### src/rtl/imm_packer.sv
// imm_packer: packs a 32-bit immediate into the scattered RV32 immediate fields
// of a caller-supplied base instruction word, flags range/alignment/select
// errors, buffers results in a DEPTH-entry FIFO and keeps saturating ok/err
// request counters.
//
// Optional build macro: IMM_PACK_ROUNDTRIP_EN adds a decoder that re-extracts
// the immediate from each ok result and sets the sticky rt_fail on mismatch.
//
// Ports:
//   clk, rst             clock, synchronous active-high reset
//   in_valid/in_ready    request handshake
//   in_sel               000 U, 001 I, 010 S, 011 B, 100 J, 101 Zimm, else illegal
//   in_imm, in_base      immediate value and base instruction word
//   out_valid/out_ready  FIFO head handshake
//   out_inst, out_err    packed instruction, 00 ok / 01 range / 10 misaligned / 11 bad sel
//   cnt_ok, cnt_err      saturating accept counters
//   rt_fail              sticky round-trip mismatch (0 unless macro defined)
module imm_packer #(
  parameter int unsigned DEPTH = 2,
  parameter int unsigned CNT_W = 16
) (
  input  logic             clk,
  input  logic             rst,
  input  logic             in_valid,
  output logic             in_ready,
  input  logic [2:0]       in_sel,
  input  logic [31:0]      in_imm,
  input  logic [31:0]      in_base,
  output logic             out_valid,
  input  logic             out_ready,
  output logic [31:0]      out_inst,
  output logic [1:0]       out_err,
  output logic [CNT_W-1:0] cnt_ok,
  output logic [CNT_W-1:0] cnt_err,
  output logic             rt_fail
);

  localparam int unsigned PtrW = (DEPTH > 1) ? $clog2(DEPTH) : 1;
  localparam logic [PtrW:0] DepthCnt = (PtrW + 1)'(DEPTH);

  localparam logic [2:0] SelU = 3'b000;
  localparam logic [2:0] SelI = 3'b001;
  localparam logic [2:0] SelS = 3'b010;
  localparam logic [2:0] SelB = 3'b011;
  localparam logic [2:0] SelJ = 3'b100;
  localparam logic [2:0] SelZ = 3'b101;

  // Sign-extension checks: the upper bits must all be copies of the sign bit.
  logic fits_12, fits_13, fits_21;
  assign fits_12 = (&in_imm[31:11]) | ~(|in_imm[31:11]);
  assign fits_13 = (&in_imm[31:12]) | ~(|in_imm[31:12]);
  assign fits_21 = (&in_imm[31:20]) | ~(|in_imm[31:20]);

  logic [31:0] pack_inst, enc_inst;
  logic [1:0]  enc_err;
  logic        range_bad, misalign, bad_sel;

  always_comb begin
    pack_inst = in_base;
    range_bad = 1'b0;
    misalign  = 1'b0;
    bad_sel   = 1'b0;
    case (in_sel)
      SelU: begin
        pack_inst[31:12] = in_imm[31:12];
        range_bad        = |in_imm[11:0];
      end
      SelI: begin
        pack_inst[31:20] = in_imm[11:0];
        range_bad        = ~fits_12;
      end
      SelS: begin
        pack_inst[31:25] = in_imm[11:5];
        pack_inst[11:7]  = in_imm[4:0];
        range_bad        = ~fits_12;
      end
      SelB: begin
        pack_inst[31]    = in_imm[12];
        pack_inst[30:25] = in_imm[10:5];
        pack_inst[11:8]  = in_imm[4:1];
        pack_inst[7]     = in_imm[11];
        misalign         = in_imm[0];
        range_bad        = ~fits_13;
      end
      SelJ: begin
        pack_inst[31]    = in_imm[20];
        pack_inst[30:21] = in_imm[10:1];
        pack_inst[20]    = in_imm[11];
        pack_inst[19:12] = in_imm[19:12];
        misalign         = in_imm[0];
        range_bad        = ~fits_21;
      end
      SelZ: begin
        pack_inst[19:15] = in_imm[4:0];
        range_bad        = |in_imm[31:5];
      end
      default: bad_sel = 1'b1;
    endcase

    if (bad_sel)        enc_err = 2'b11;
    else if (misalign)  enc_err = 2'b10;
    else if (range_bad) enc_err = 2'b01;
    else                enc_err = 2'b00;

    enc_inst = (enc_err == 2'b00) ? pack_inst : in_base;
  end

  // Output FIFO
  logic [31:0]     mem_inst_q [DEPTH];
  logic [1:0]      mem_err_q  [DEPTH];
  logic [PtrW-1:0] wr_ptr_q, rd_ptr_q;
  logic [PtrW:0]   count_q;
  logic [CNT_W-1:0] cnt_ok_q, cnt_err_q;
  logic            push, pop;

  // Full is decided from registered occupancy only, so a pop never opens the input
  // in the same cycle.
  assign in_ready  = count_q < DepthCnt;
  assign out_valid = count_q != '0;
  assign push      = in_valid & in_ready;
  assign pop       = out_valid & out_ready;

  always_ff @(posedge clk) begin
    if (push) begin
      mem_inst_q[wr_ptr_q] <= enc_inst;
      mem_err_q[wr_ptr_q]  <= enc_err;
    end
  end

  always_ff @(posedge clk) begin
    if (rst) begin
      wr_ptr_q  <= '0;
      rd_ptr_q  <= '0;
      count_q   <= '0;
      cnt_ok_q  <= '0;
      cnt_err_q <= '0;
    end else begin
      if (push) wr_ptr_q <= wr_ptr_q + 1'b1;
      if (pop)  rd_ptr_q <= rd_ptr_q + 1'b1;
      case ({push, pop})
        2'b10:   count_q <= count_q + 1'b1;
        2'b01:   count_q <= count_q - 1'b1;
        default: count_q <= count_q;
      endcase
      if (push) begin
        if (enc_err == 2'b00) begin
          if (cnt_ok_q != '1) cnt_ok_q <= cnt_ok_q + CNT_W'(1);
        end else begin
          if (cnt_err_q != '1) cnt_err_q <= cnt_err_q + CNT_W'(1);
        end
      end
    end
  end

  // Storage is not reset; gating keeps the empty-FIFO outputs at zero.
  assign out_inst = out_valid ? mem_inst_q[rd_ptr_q] : '0;
  assign out_err  = out_valid ? mem_err_q[rd_ptr_q]  : '0;
  assign cnt_ok   = cnt_ok_q;
  assign cnt_err  = cnt_err_q;

`ifdef IMM_PACK_ROUNDTRIP_EN
  logic [31:0] dec_imm;
  logic        rt_fail_q;

  // Decode-side extraction, applied to the packed word.
  always_comb begin
    dec_imm = '0;
    case (in_sel)
      SelU: dec_imm = {enc_inst[31:12], 12'b0};
      SelI: dec_imm = {{20{enc_inst[31]}}, enc_inst[31:20]};
      SelS: dec_imm = {{20{enc_inst[31]}}, enc_inst[31:25], enc_inst[11:7]};
      SelB: dec_imm = {{19{enc_inst[31]}}, enc_inst[31], enc_inst[7], enc_inst[30:25],
                       enc_inst[11:8], 1'b0};
      SelJ: dec_imm = {{11{enc_inst[31]}}, enc_inst[31], enc_inst[19:12], enc_inst[20],
                       enc_inst[30:21], 1'b0};
      SelZ: dec_imm = {27'b0, enc_inst[19:15]};
      default: dec_imm = in_imm;
    endcase
  end

  always_ff @(posedge clk) begin
    if (rst) begin
      rt_fail_q <= 1'b0;
    end else if (push && (enc_err == 2'b00) && (dec_imm != in_imm)) begin
      rt_fail_q <= 1'b1;
    end
  end

  assign rt_fail = rt_fail_q;
`else
  assign rt_fail = 1'b0;
`endif

endmodule

### config.mk
export PLATFORM = sky130hd
export DESIGN_NAME = imm_packer
export DESIGN_NICKNAME = d
export VERILOG_FILES = /design/src/rtl/imm_packer.sv
export SDC_FILE = /design/constraint.sdc
export NUM_CORES = 1
export LEC_CHECK = 0
export CORE_MARGIN = 3
export CORE_UTILIZATION = 33
export DETAILED_ROUTE_END_ITERATION = 8
export REMOVE_ABC_BUFFERS = 1
export SLEW_MARGIN = 0
export SYNTH_ARGS = -nofsm -noshare
export SYNTH_HDL_FRONTEND = slang
export SYNTH_SLANG_ARGS = --single-unit
### constraint.sdc
create_clock -name clk -period 4.8 [get_ports clk]
set_input_delay 0.48 -clock clk [delete_from_list [all_inputs] [get_ports clk]]
set_output_delay 0.48 -clock clk [all_outputs]
set_load 0.01 [all_outputs]
Yosys cells after proc, flatten, opt, wreduce, memory -nomap -nowiden
Memories as Yosys holds them, arrays and structs flattened. A register that Yosys moved wholly into a read port is not among the register bits.
Cells that the tools add are included.
{"block": "op_classes", "addsub": 6, "order_cmp": 1, "n_eq_ne": 9, "n_mux": 20, "bitwise_logic": 12, "n_reduce_logical": 18}
{"cell": "32-bit 2-to-1 mux", "count": 2}
{"cell": "16-bit by 1-bit adder with 16-bit output, second input constant", "count": 2}
{"cell": "16-bit != test, second input constant", "count": 2}
{"cell": "7-bit one-hot mux with 4 select lines", "count": 1}
{"cell": "27-bit OR reduction", "count": 1}
{"cell": "12-bit OR reduction", "count": 2}
{"cell": "21-bit AND reduction", "count": 1}
{"cell": "21-bit OR reduction", "count": 1}
{"cell": "5-bit one-hot mux with 2 select lines", "count": 2}
{"cell": "20-bit AND reduction", "count": 1}
{"cell": "20-bit OR reduction", "count": 1}
{"cell": "5-bit one-hot mux with 3 select lines", "count": 1}
{"cell": "12-bit AND reduction", "count": 1}
{"cell": "1-bit 2-to-1 mux", "count": 8}
{"cell": "1-bit NOT", "count": 7}
{"cell": "3-bit by 2-bit == test with 1-bit output, second input constant", "count": 2}
{"cell": "3-bit == test, second input constant", "count": 2}
{"cell": "2-bit 2-to-1 mux", "count": 3}
{"cell": "3-bit AND reduction", "count": 2}
{"cell": "2-bit OR reduction", "count": 3}
{"cell": "6-bit OR reduction", "count": 1}
{"cell": "1-bit one-hot mux with 5 select lines", "count": 1}
{"cell": "2-bit one-hot mux with 2 select lines", "count": 1}
{"cell": "2-bit nonzero test", "count": 2}
{"cell": "12 further kinds", "count": 16}
{"block": "totals", "regBits": 36, "mem_bits_rw": 68, "inputBits": 71, "elab_cells": 73, "mem_count": 2}
{"memory": "mem_inst_q", "depth": 2, "width": 32, "read_ports": 1, "rd_ports_with_merged_regs": 1, "wr": 1, "line": "109", "rtl": "logic [31:0] mem_inst_q [DEPTH];"}
{"memory": "mem_err_q", "depth": 2, "width": 2, "read_ports": 1, "rd_ports_with_merged_regs": 1, "wr": 1, "line": "110", "rtl": "logic [1:0] mem_err_q [DEPTH];"}

Logic depth before layout (Yosys ltp)
Gate-level depths: netlist of the first run.
{"block": "depth", "word_depth": 11, "ltp_mapped": 11}

Least setup slack after synthesis of the first run
Ideal clock, no wire load.
{"block": "synth_timing", "path_type": "input to register", "start": "input port in_imm[11]", "end": "memory mem_inst_q[0][10], data pin", "setup_time_ns": 0.262, "arrival_ns": 2.699, "required_time_ns": 4.538, "slack_ns": 1.838, "stages": 10, "path_buffers": 3, "path_cell_list": "buf_2 > nor4_1 > and4b_1 > nor4_1 > or4_4 > or3_1 > clkbuf_1 > buf_6 > nor2_2 > mux2_2"}
{"block": "synth_between", "elab_chain_len": 10}
{"element": "from (decl)", "line": "27", "rtl": "input logic [31:0] in_imm,"}
{"element": "21-bit OR reduction", "line": "50", "rtl": "assign fits_12 = (&in_imm[31:11]) | ~(|in_imm[31:11]);"}
{"element": "1-bit NOT", "line": "50"}
{"element": "1-bit OR", "line": "50"}
{"element": "1-bit NOT", "line": "70, 75"}
{"element": "1-bit one-hot mux with 5 select lines *", "line": "63", "rtl": "case (in_sel)"}
{"element": "1-bit 2-to-1 mux *", "line": "102", "rtl": "else if (range_bad) enc_err = 2'b01;"}
{"element": "2-bit 2-to-1 mux *", "line": "101", "rtl": "else if (misalign) enc_err = 2'b10;"}
{"element": "2-bit 2-to-1 mux *", "line": "100", "rtl": "if (bad_sel) enc_err = 2'b11;"}
{"element": "2-bit zero test *", "line": "105", "rtl": "enc_inst = (enc_err == 2'b00) ? pack_inst : in_base;"}
{"element": "32-bit 2-to-1 mux *", "line": "105"}
{"element": "via enc_inst[10]", "line": "54", "rtl": "logic [31:0] pack_inst, enc_inst;"}
{"element": "to (decl)", "line": "109"}
Mark *: on every way through the listed nets, which the timed path passes. The rest lies on a longest branch.

Final worst setup path of the first run
{"block": "layout_timing", "start": "input port in_imm[11]", "end": "memory mem_inst_q[1][10], data pin"}
Same word-level chain as after synthesis.

==> results.py, run 1 <==
metrics = {
    "clock_tree": {
        "cts_buffers": 9,
        "cts_tree": "built",
        "clock-sinks": 105,
        "cts.clk_slew.worst_paths_ns": 0.07,
        "clockBufferDepth": 2,
        "cts_hold_buf": 0,
        "ctsResizeCount": 0,
        "post_cts_buffers": 0,
        "root_buffer": "clkbuf_16",
        "clock_latency_ns": 0.35,
        "htree_levels": 3,
    },
    "floorplanning": {
        "dieWidth_um": 134,
        "dieHeight_um": 134,
        "num_rows": 46,
        "coreArea_um2": 16000,
        "die-area_um2": 18000,
        "start_util_pct": 33.9,
        "ios": 140,
    },
    "sta": {
        "layout_min_cycle_time_ns": 3.86,
        "holdWs_ns": 0.519,
        "min_period_over_period_pct": 80.5,
        "worst_slack_ns": 0.935,
        "final-hold-violation-count": 0,
        "rsz0062_at_grt": "false",
        "relSlewSlack_pct": 21.1,
        "tns_ns": 0,
        "worst_pin_slew_ns": 1.18,
        "fmax_mhz": 259,
        "skew_ns": 0.00906,
        "maxSlewViolCount": 0,
        "setup_viol": 0,
    },
    "worst_setup_path": {
        "critPathLaunchType": "input pin",
        "crit_cells": 8,
        "cp.arrival_ns": 3.95,
        "cp_max_fo": 30,
        "path_class": "in -> reg",
        "max_stage_delay_ns": 0.75,
        "slowest_stage": "or3_1",
        "startpoint": "in_imm[11]",
        "worstReg2RegEnd": "cnt_ok[13]",
        "crit_required_ns": 4.89,
        "endpoint_kind": "register",
        "timing.rr.start": "count_q[1]",
        "timing.critical_path.cells": "clkdlybuf4s50_1, nor4_1, and4b_1, nor4_1, or4_4, or3_1, nor2_2, mux2_2",
        "reg2reg_depth": 8,
        "regToRegSetupSlack_ns": 1.71,
        "cp_top_family": "simple AND/OR/NAND/NOR gates",
        "path_buf_inv": 1,
        "crit_top_cell": "nor4_1",
        "endpoint": "mem_inst_q[1][10]",
    },
    "global_route": {
        "grt_pass1_wl_um": 24100,
        "grt_max_degree": 53,
        "first_global_vias": 4493,
        "track_usage_pct": 16.9,
        "grt_overflow_total": 0,
        "antenna_found_initial": 0,
    },
    "logic_synthesis": {
        "synth_xor_area_share_pct": 0.969,
        "synth.area.mux_share_pct": 12.8,
        "yosysSeqAreaShare_pct": 51.3,
        "synth_top_family_by_area": "simple AND/OR/NAND/NOR gates",
        "synth_area_per_cell_um2": 10.6,
        "yosys_warnings": 0,
        "synth_cell_types": 55,
        "yosys_most_used_dff": "edfxtp_1",
        "synth_compound_area_share_pct": 11.3,
        "synth.ff_latch_count": 105,
        "synth_adder_area_share_pct": 0.692,
        "synthSimpleGateAreaFrac_pct": 19.8,
        "synth_edf_count": 68,
        "syn-instance-count": 512,
        "syn-cell-area_um2": 5420,
        "synthArstFlopShare_pct": 0,
    },
    "placement": {
        "dp_slack_ns": 0.648,
        "gp_congestion": 0.874,
        "portBuffers": 138,
        "dp_hpwl_um": 10800,
    },
    "hold_path": {
        "worstHoldStart": "rd_ptr_q",
        "hp-class": "reg -> reg",
    },
    "power_and_ir_drop": {
        "p_leak_nw": 2.43,
        "p_per_area_nw_per_um2": 406,
        "ir_drop_mv": 0.176,
    },
    "cells_and_area": {
        "layout-drive-gt1-share_pct": 9.01,
        "antenna_cells": 0,
        "seq_area_um2": 2780,
        "area_growth_pct": 34.7,
        "multi_input_area_um2": 2480,
        "nets": 713,
        "fillerInstances": 1541,
    },
    "detailed_routing": {
        "drc": 0,
        "wl_per_cell_um": 17.9,
        "vias": 4588,
        "ant_nets": 0,
        "drt_wl_total_um": 15400,
        "detail_route.first_pass.iterations": 4,
        "drt-initial-drc-count": 276,
        "drt-vias-per-instance": 5.33,
    },
    "run": {
        "drv_cap": 0,
    },
    "run_status": {
        "run_status": "complete, no violations",
    },
}
## worst min-delay path: stages, from the launching register on
cell     delay, ns
dfxtp_1       0.33
xnor2_1       0.08
nor2_1        0.08
## flip-flops by register name (all words and copies together), names as in the netlist, named ones only
register    cells
cnt_ok         16
rd_ptr_q        1
mem_err_q       4
wr_ptr_q        1
cnt_err        16
mem_inst_q     64
count_q         2
## layer usage
metal,global-route usage [%],part of all wire [%]
met1,22.9,45
met2,27.0,46
met3,4.24,7.5
met4,4.75,1.2
met5,0,0
## cells by family after synthesis
kind of cell	Yosys count
adders and majority gates	3
DFF	105
buffers and inverters	39
other	1
muxes	66
AOI/OAI and AO/OA	87
xor gates and xnor gates	6
and+or+nand+nor	205
## synthesized netlist by cell type (all sizes together) (2+ instances only)
cell type	count	area [um2]
edfxtp	68	2040
nor2	63	239
mux2i	41	410
dfxtp	37	741
mux2	25	282
nor4	23	150
a21oi	22	110
clkbuf	21	78.8
nand3	19	95.1
nor3	19	100
nand2	16	60.1
nor2b	16	100
o21ai	13	65.1
buf	12	70.1
nand4	12	75.1
nand2b	8	50.1
or3	8	50.1
and3	7	43.8
o31ai	7	52.6
a221o	6	60.1
a22oi	6	45.0
or4	6	48.8
a211oi	5	37.5
and2	5	31.3
inv	5	18.8
o2bb2ai	5	43.8
o41ai	5	43.8
xnor2	5	43.8
a31o	3	26.3
ha	3	37.5
a311oi	2	17.5
a31oi	2	12.5
o21ba	2	20.0
o31a	2	17.5
## final cells by class
| type | instances | share of cell area [%] |
|---|---|---|
| Sequential cell | 105 | 38.1 |
| Clock buffer | 11 | 3.18 |
| Timing Repair Buffer | 149 | 20.0 |
| Tap cell | 216 | 3.70 |
| Multi-Input combinational cell | 368 | 33.9 |
| Inverter | 6 | 0.308 |
| Clock inverter | 5 | 0.736 |
## stage by stage
stage	power, mW	utilization [%]	cells	area (um2)
3_3_place_gp	2.27	43.9	844	7020
2_1_floorplan	1.71	-	479	5270
4_1_cts	3.01	45.7	860	7310
5_1_grt	3.13	45.7	860	7310
6_report	2.96	45.7	860	7310
3_5_place_dp	2.28	43.9	844	7020
## placed cells by master, fill, tap and decap left out, types with 16 or more instances in the layout
master	Yosys	layout
edfxtp_1	68	68
clkdlybuf4s50_1	0	138
mux2_2	22	22
dfxtp_1	37	36
nor3_1	18	18
nor4_1	22	22
nor2_1	62	60
nand2_1	16	16
mux2i_1	41	41
nor2b_1	16	16
a21oi_1	22	22
nand3_1	19	19
## power by group
part	internal, mW	switching [mW]
sequential	1.12	0.102
combinational	0.515	0.505
clock	0.404	0.321
total	2.04	0.928
## worst min-delay path by stage
stage,endpoint,cells after the start,slack [ns]
global placement,rd_ptr_q,2,0.50
CTS,rd_ptr_q,2,0.53
detailed placement,rd_ptr_q,2,0.51
global route,rd_ptr_q,2,0.56
finish,rd_ptr_q,2,0.52
floorplan,count_q[1],2,0.48
(Power assumes the default switching activity.)
==> run 2, diff against run 1 <==
clock period = 4 ns   (was 4.8 ns; I/O delays follow)
==> results.py, run 2 (synthesis gave the netlist of run 1 again) <==
metrics = {
    "run_status": {
        "run_status": "complete, no violations",
    },
    "clock_tree": {
        "root_buffer": "clkbuf_16",
        "cts.clk_slew.worst_paths_ns": 0.07,
        "post_cts_buffers": 0,
        "cts_buffers": 9,
        "cts_tree": "built",
        "htree_levels": 3,
        "clock-sinks": 105,
        "clock_latency_ns": 0.35,
        "ctsResizeCount": 0,
        "clockBufferDepth": 2,
        "cts_hold_buf": 0,
    },
    "global_route": {
        "met2_usage_pct": 27.0,
        "grt_pass1_wl_um": 24600,
        "grt_max_degree": 39,
        "first_global_vias": 4520,
        "grt_overflow_total": 0,
        "use_met1_pct": 23.5,
        "top_usage_layer": "met2",
        "antenna_found_initial": 0,
        "track_usage_pct": 17.1,
        "use_met3_pct": 3.53,
    },
    "worst_setup_path": {
        "path_class": "in -> reg",
        "cp_max_fo": 38,
        "reg2reg_depth": 9,
        "slowest_stage": "nor4_1",
        "timing.critical_path.cells": "clkdlybuf4s50_1, nor4_1, and4b_1, nor4_1, or4_4, or3_1, buf_12, nor4_1, mux2_1",
        "critPathLaunchType": "input pin",
        "crit_required_ns": 4.23,
        "endpoint_kind": "register",
        "cp.arrival_ns": 3.80,
        "crit_top_cell": "nor4_1",
        "max_stage_delay_ns": 0.62,
    },
    "placement": {
        "portBuffers": 138,
        "gp_congestion": 0.892,
        "dp_hpwl_um": 11300,
        "dpl.cell_count": 855,
    },
    "sta": {
        "tns_ns": 0,
        "skew_ns": 0.00386,
        "maxSlewViolCount": 0,
        "rsz0062_at_grt": "false",
        "final-hold-violation-count": 0,
        "setup_viol": 0,
        "fmax_mhz": 280,
        "relSlewSlack_pct": 41.8,
        "min_period_over_period_pct": 89.2,
        "worst_pin_slew_ns": 0.872,
        "layout_min_cycle_time_ns": 3.57,
    },
    "cells_and_area": {
        "layout-drive-gt1-share_pct": 11.1,
        "final_cell_mix": "clkdlybuf4s50_1, edfxtp_1, nor2_1",
        "finish.utilization_pct": 46.6,
        "antenna_cells": 0,
        "regMostFlops": "mem_inst_q",
        "fillerInstances": 1510,
        "seq_area_um2": 2780,
        "mostFrequentLayoutCell": "clkdlybuf4s50_1",
        "largest_reg_flops": 64,
        "area_growth_pct": 37.5,
        "fin_cells": 871,
        "multi_input_area_um2": 2480,
        "nets": 724,
    },
    "detailed_routing": {
        "drt-vias-per-instance": 5.34,
        "drc": 0,
        "ant_nets": 0,
        "drt-initial-drc-count": 250,
        "vias": 4653,
        "wl_per_cell_um": 17.8,
        "drt_wl_total_um": 15500,
        "detail_route.first_pass.iterations": 5,
    },
    "floorplanning": {
        "coreArea_um2": 16000,
        "die-area_um2": 18000,
        "start_util_pct": 33.9,
        "dieWidth_um": 134,
        "dieHeight_um": 134,
        "num_rows": 46,
        "ios": 140,
    },
    "power_and_ir_drop": {
        "p_leak_nw": 2.53,
        "ir_drop_mv": 0.228,
        "p_per_area_nw_per_um2": 498,
    },
    "run": {
        "drv_cap": 0,
    },
    "hold_path": {
        "hold_depth": 2,
        "hp-class": "reg -> reg",
    },
}
-- run 2: final timing paths --
path / start / to / slack (ns)
setup / recovery: in_imm[7] / cnt_ok[5] / 0.43
hold / removal: cnt_err[3] / cnt_err[3] / 0.52
setup reg to reg: count_q[1] / cnt_ok[15] / 1.33
hold reg to reg: cnt_err[3] / cnt_err[3] / 0.52
-- run 2: critical path, delay by kind of cell --
| family | cells | cell delay [ns] |
|---|---|---|
| buf+inv | 2 | 0.69 |
| mux | 1 | 0.36 |
| simple gates | 6 | 2.32 |
-- run 2: cell type report --
class	instances	area share [%]
inverters	6	0.302
clock buffers	9	3.02
repair buffers	160	20.9
multi-input cells	368	33.2
well taps	216	3.62
clock inverters	7	1.58
flip-flops and latches	105	37.3
-- run 2: per-stage QoR --
step	instance area [um2]	hold WS, ns	total power [mW]	setup slack, ns
6_report	7460	0.523	3.71	0.433
2_1_floorplan	5270	0.469	2.05	0.761
5_1_grt	7460	0.555	3.91	0.299
3_3_place_gp	7120	0.496	2.73	0.252
3_5_place_dp	7120	0.516	2.76	0.154
4_1_cts	7460	0.529	3.77	0.518
-- run 2: power breakdown --
group | internal [mW] | leakage (nW) | switching [mW] | total (mW)
logic | 0.628 | 1.42 | 0.655 | 1.28
registers | 1.34 | 0.937 | 0.0816 | 1.42
clock network | 0.613 | 0.170 | 0.394 | 1.01
-- run 2: metal layers --
layer	up-vias	routed length [um]	share of wire, %
met5	-	0	0
met4	0	280	1.8
met3	21	1050	6.8
met2	186	7180	46
met1	2219	6980	45
li1	2227	-	-
